<file path="src/rtl/pipe_skid_stage.sv">
// ---------------------------------------------------------------------------
// pipe_skid_stage
//
// Two-entry elastic pipeline register with a valid/ready handshake on both
// sides. It is a drop-in replacement for a load-enabled stage register where
// the consumer can stall on its own. in_ready comes straight from a flop, so
// no combinational ready path runs from the downstream side to the upstream
// side. The skid entry catches the word that is already in flight when a
// downstream stall is first seen.
//
// Parameters:
//   width      data bits per entry
//   reset_val  value of out_data after reset
//
// Ports:
//   clk        rising-edge clock
//   reset_n    asynchronous reset, active-low
//   in_valid   upstream presents in_data
//   in_data    upstream payload
//   in_ready   stage can accept this cycle (registered)
//   out_valid  out_data holds a valid entry (registered)
//   out_data   head entry (registered)
//   out_ready  downstream takes the head entry this cycle
//   flush      only present when PIPE_SKID_FLUSH_EN is defined; it empties
//              the stage and discards any word accepted on the same edge
//
// Optional feature macro: PIPE_SKID_FLUSH_EN
// ---------------------------------------------------------------------------
module pipe_skid_stage #(
  parameter int               width     = 16,
  parameter logic [width-1:0] reset_val = {width{1'b0}}
) (
  input  logic             clk,
  input  logic             reset_n,
  input  logic             in_valid,
  input  logic [width-1:0] in_data,
  output logic             in_ready,
  output logic             out_valid,
  output logic [width-1:0] out_data,
  input  logic             out_ready
`ifdef PIPE_SKID_FLUSH_EN
  ,
  input  logic             flush
`endif
);

  typedef enum logic [1:0] {
    ST_EMPTY = 2'd0,
    ST_ONE   = 2'd1,
    ST_FULL  = 2'd2
  } state_t;

  state_t             state_q;
  state_t             state_d;
  logic [width-1:0]   main_q;
  logic [width-1:0]   main_d;
  logic [width-1:0]   skid_q;
  logic [width-1:0]   skid_d;
  logic               out_valid_q;
  logic               out_valid_d;
  logic               in_ready_q;
  logic               in_ready_d;

  logic               accept_s;
  logic               deliver_s;

  // Handshakes are judged against the registered outputs the neighbours see.
  assign accept_s  = in_valid & in_ready_q;
  assign deliver_s = out_valid_q & out_ready;

  // Next-state and storage update for the two-entry queue.
  always_comb begin
    state_d = state_q;
    main_d  = main_q;
    skid_d  = skid_q;

    case (state_q)
      ST_EMPTY: begin
        if (accept_s) begin
          state_d = ST_ONE;
          main_d  = in_data;
        end else begin
          state_d = ST_EMPTY;
        end
      end
      ST_ONE: begin
        case ({accept_s, deliver_s})
          2'b10: begin
            // Downstream stalled while a word arrived: park it in skid.
            state_d = ST_FULL;
            skid_d  = in_data;
          end
          2'b01: begin
            state_d = ST_EMPTY;
          end
          2'b11: begin
            // Pass-through: the new word replaces the one just taken.
            state_d = ST_ONE;
            main_d  = in_data;
          end
          default: begin
            state_d = ST_ONE;
          end
        endcase
      end
      ST_FULL: begin
        // in_ready is low here, so only a deliver can move the state.
        if (deliver_s) begin
          state_d = ST_ONE;
          main_d  = skid_q;
        end else begin
          state_d = ST_FULL;
        end
      end
      default: begin
        state_d = ST_EMPTY;
      end
    endcase

`ifdef PIPE_SKID_FLUSH_EN
    // Flush wins over any simultaneous accept or deliver; out_data holds.
    if (flush) begin
      state_d = ST_EMPTY;
      main_d  = main_q;
      skid_d  = skid_q;
    end else begin
      state_d = state_d;
    end
`endif

    // Output flags are decoded from the next state so they can be flopped.
    out_valid_d = (state_d != ST_EMPTY);
    in_ready_d  = (state_d != ST_FULL);
  end

  // State, storage and registered handshake flags.
  always_ff @(posedge clk or negedge reset_n) begin
    if (!reset_n) begin
      state_q     <= ST_EMPTY;
      main_q      <= reset_val;
      skid_q      <= {width{1'b0}};
      out_valid_q <= 1'b0;
      in_ready_q  <= 1'b1;
    end else begin
      state_q     <= state_d;
      main_q      <= main_d;
      skid_q      <= skid_d;
      out_valid_q <= out_valid_d;
      in_ready_q  <= in_ready_d;
    end
  end

  assign in_ready  = in_ready_q;
  assign out_valid = out_valid_q;
  assign out_data  = main_q;

endmodule

</file>
<file path="config.mk">
export PLATFORM = sky130hd
export DESIGN_NAME = pipe_skid_stage
export DESIGN_NICKNAME = d
export VERILOG_FILES = /design/src/rtl/pipe_skid_stage.sv
export SDC_FILE = /design/constraint.sdc
export NUM_CORES = 1
export LEC_CHECK = 0
export CAP_MARGIN = 20
export CORE_ASPECT_RATIO = 2
export CORE_UTILIZATION = 49
export DETAILED_ROUTE_END_ITERATION = 7
export PLACE_DENSITY = 0.78
export RECOVER_POWER = 100
export REMOVE_ABC_BUFFERS = 1
export SYNTH_ARGS = -nofsm -noshare
export SYNTH_HDL_FRONTEND = slang
export SYNTH_SLANG_ARGS = --single-unit
</file>
<file path="constraint.sdc">
create_clock -name clk -period 1.79 [get_ports clk]
set_input_delay 0.358 -clock clk [delete_from_list [all_inputs] [get_ports clk]]
set_output_delay 0.358 -clock clk [all_outputs]
set_load 0.02 [all_outputs]
</file>
==> results.txt <==
status = completed
top-count cell post-synth = mux2_2
initial antenna violation count = 0
Power, Total = 0.00387 W
grt ovf = 0
DP Worst Slack = -0.148 ns
crit path max fanout = 2
Layout area overhead = 30.3%
Synth top area share = 52.0%
worst min path class = input port to async pin
most instantiated cells after synthesis = 37 x mux2_2, 35 x dfrtp_1, 10 x mux2_4, 4 x a21oi_1, 3 x buf_6
first-pass GRT wire length = 5250 um
post-synthesis cell area = 1680 um^2
CTS tree = built
WP depth = 1
library cells used by synthesis = 20
Arr. time, crit path = 1.34 ns
leak pwr = 0.935 nW
sequence of cells on the critical path = dlygate4sd3_1
CP Capture Type = primary output
FP Rows = 29
Root Driver = clkbuf_8
post-synthesis instance total = 105
clk_lat worst skew = 0.29 ns
Core Area = 3230 um^2
All-Layer GR Usage = 19.9%
Reg area = 902 um^2
Avg WL per Cell = 16.7 um
FILL cells = 260
fmax = 589 MHz
pins over their slew limit = 0
CP delay by family, top = buffers and inverters
nets@finish = 173
actual slew at the worst max-slew pin = 0.867 ns
R2R depth = 4
n_diodes = 0
Tmin final = 1.70 ns
clock power share = 20.0%
CTS Sinks = 36
Routed Antenna Nets = 0
final core occ = 68.0%
number of synthesized flops with an enable pin = 0
dominant cells by area after synthesis = dfrtp_1 52%, mux2_2 25%, mux2_4 8.9%
skew final = 0.00337 ns
average size of a mapped cell = 16.0 um^2
synth warn = 0
Yosys top cell by area = dfrtp_1
slowest stage delay, CP = 0.65 ns
vias in the first global route = 1140
Final Hold Vio Count = 0
# setup viols final = 0
pwr/cell area = 1770 nW/um^2
FFs w/ async S/R, synth = 100%
Combinational Power Share = 41.9%
# IOs = 38
hold buffers post-CTS = 0
final WL = 3080 um
RSZ-0062 raised after global routing = no
routability congestion estimate from global placement = 0.785
vias per std cell = 5.52
sequential share of the synthesized area = 53.6%
Post-synth top flop = dfrtp_1
starting density of the core = 52.2%
maximum number of pins on one net before global-route repair = 37
DIE HEIGHT = 84.9 um
synthesized flop and latch total = 36
Multi-input gate area = 698 um^2
clk slew on worst S/H paths = 0.07 ns
htree depth = 2
CTS Buf Count = 5
VDD IR max = 1.04 mV
Cell Int Power = 0.00263 W
fraction of layout cells with a size suffix above 1 = 40.3%
maxcap violations = 0
Rel. slew slack = 42.2%
switching pwr = 0.00125 W
Final WS setup = 0.0928 ns
IO Port Bufs = 37
via count = 1022
Seq pwr share = 38.0%
switching part of the total power = 32.2%
CP Buf/Inv Count = 1
Startpoint Class = register
Clock Tree Buf Depth = 2
DP HPWL = 2230 um
Initial DRT Pass Iterations = 4
Critical Path RT = 1.43 ns
die width = 43.5 um
First DRT Iteration DRCs = 11
final worst-path cycle share = 94.8%
critical path class = register to primary output
cell with the largest stage delay on the worst path = dlygate4sd3_1
drt drc = 0
DIE AREA = 3690 um^2
stage by stage:
stage	cells	area [um^2]	TNS, ns	hold WS, ns
floorplan	101	1630	-1.65	0.0624
finish	185	2190	0	0.250
detailed placement	177	2110	-3.09	0.416
global placement	177	2110	-2.27	0.413
CTS	185	2230	0	0.101
global route	185	2190	0	0.330
power groups by stage:
stage | clock, W | combinational, W | sequential, W
floorplan | 0 | 0.000888 | 0.00170
global placement | 0 | 0.00178 | 0.00147
detailed placement | 0 | 0.00184 | 0.00151
CTS | 0.000794 | 0.00184 | 0.00150
global route | 0.000821 | 0.00174 | 0.00153
finish | 0.000776 | 0.00162 | 0.00147
per-layer routing:
metal | part of all wire, % | GRT usage (%) | vias to the layer above
li1 | - | - | 478
met1 | 39 | 22.3 | 509
met2 | 55 | 33.7 | 28
met3 | 3.2 | 3.19 | 7
met4 | 2.8 | 12.5 | 0
met5 | 0 | 0 | -
area by class of cell:
class                   instances  area share, %
clock buffers                   7           4.39
clock inverters                 1           1.37
multi-input cells              65           31.8
flip-flops and latches         36           41.1
well taps                      31           1.77
repair buffers                 45           19.6
cells in the final DEF (no fill, tap or decap), drive strengths merged, types with 2 or more instances in the layout:
cell type	count
clkdlybuf4s50	17
nand2	3
clkbuf	10
dlygate4sd2	2
dfrtp	35
dlygate4sd3	17
buf	6
a21oi	4
mux2	48
final timing paths:
| path | to | slack, ns | from |
|---|---|---|---|
| max | out_data[15] | 0.09 | out_data[15]$_DFFE_PN0P_ |
| min | out_data[12]$_DFFE_PN0P_ | 0.25 | reset_n |
| max reg2reg | out_data[14]$_DFFE_PN0P_ | 0.14 | state_q[1]$_DFF_PN0_ |
| min reg2reg | out_data[2]$_DFFE_PN0P_ | 0.48 | out_data[2]$_DFFE_PN0P_ |
| max in group asynchronous | out_data[14]$_DFFE_PN0P_ | 1.00 | reset_n |
| min in group clk | out_data[2]$_DFFE_PN0P_ | 0.48 | out_data[2]$_DFFE_PN0P_ |
kinds of logic after synthesis:
group,count (synthesis),share of synthesized area [%]
and+or+nand+nor,7,3.42
buffers and inverters,4,3.19
DFF,36,53.6
AOI/OAI and AO/OA,10,5.50
muxes,48,34.3
sequential cells by signal (all words and copies together) (netlist names):
signal / flops
out_valid: 1
skid_q: 16
state_q: 2
out_data: 16
in_ready: 1
what timing repair did:
action,4_1_cts,5_1_grt
setup endpoints to repair,2,0
resized for setup,2,0
buffers inserted,0,0
Power figures use the tool's default switching activity.
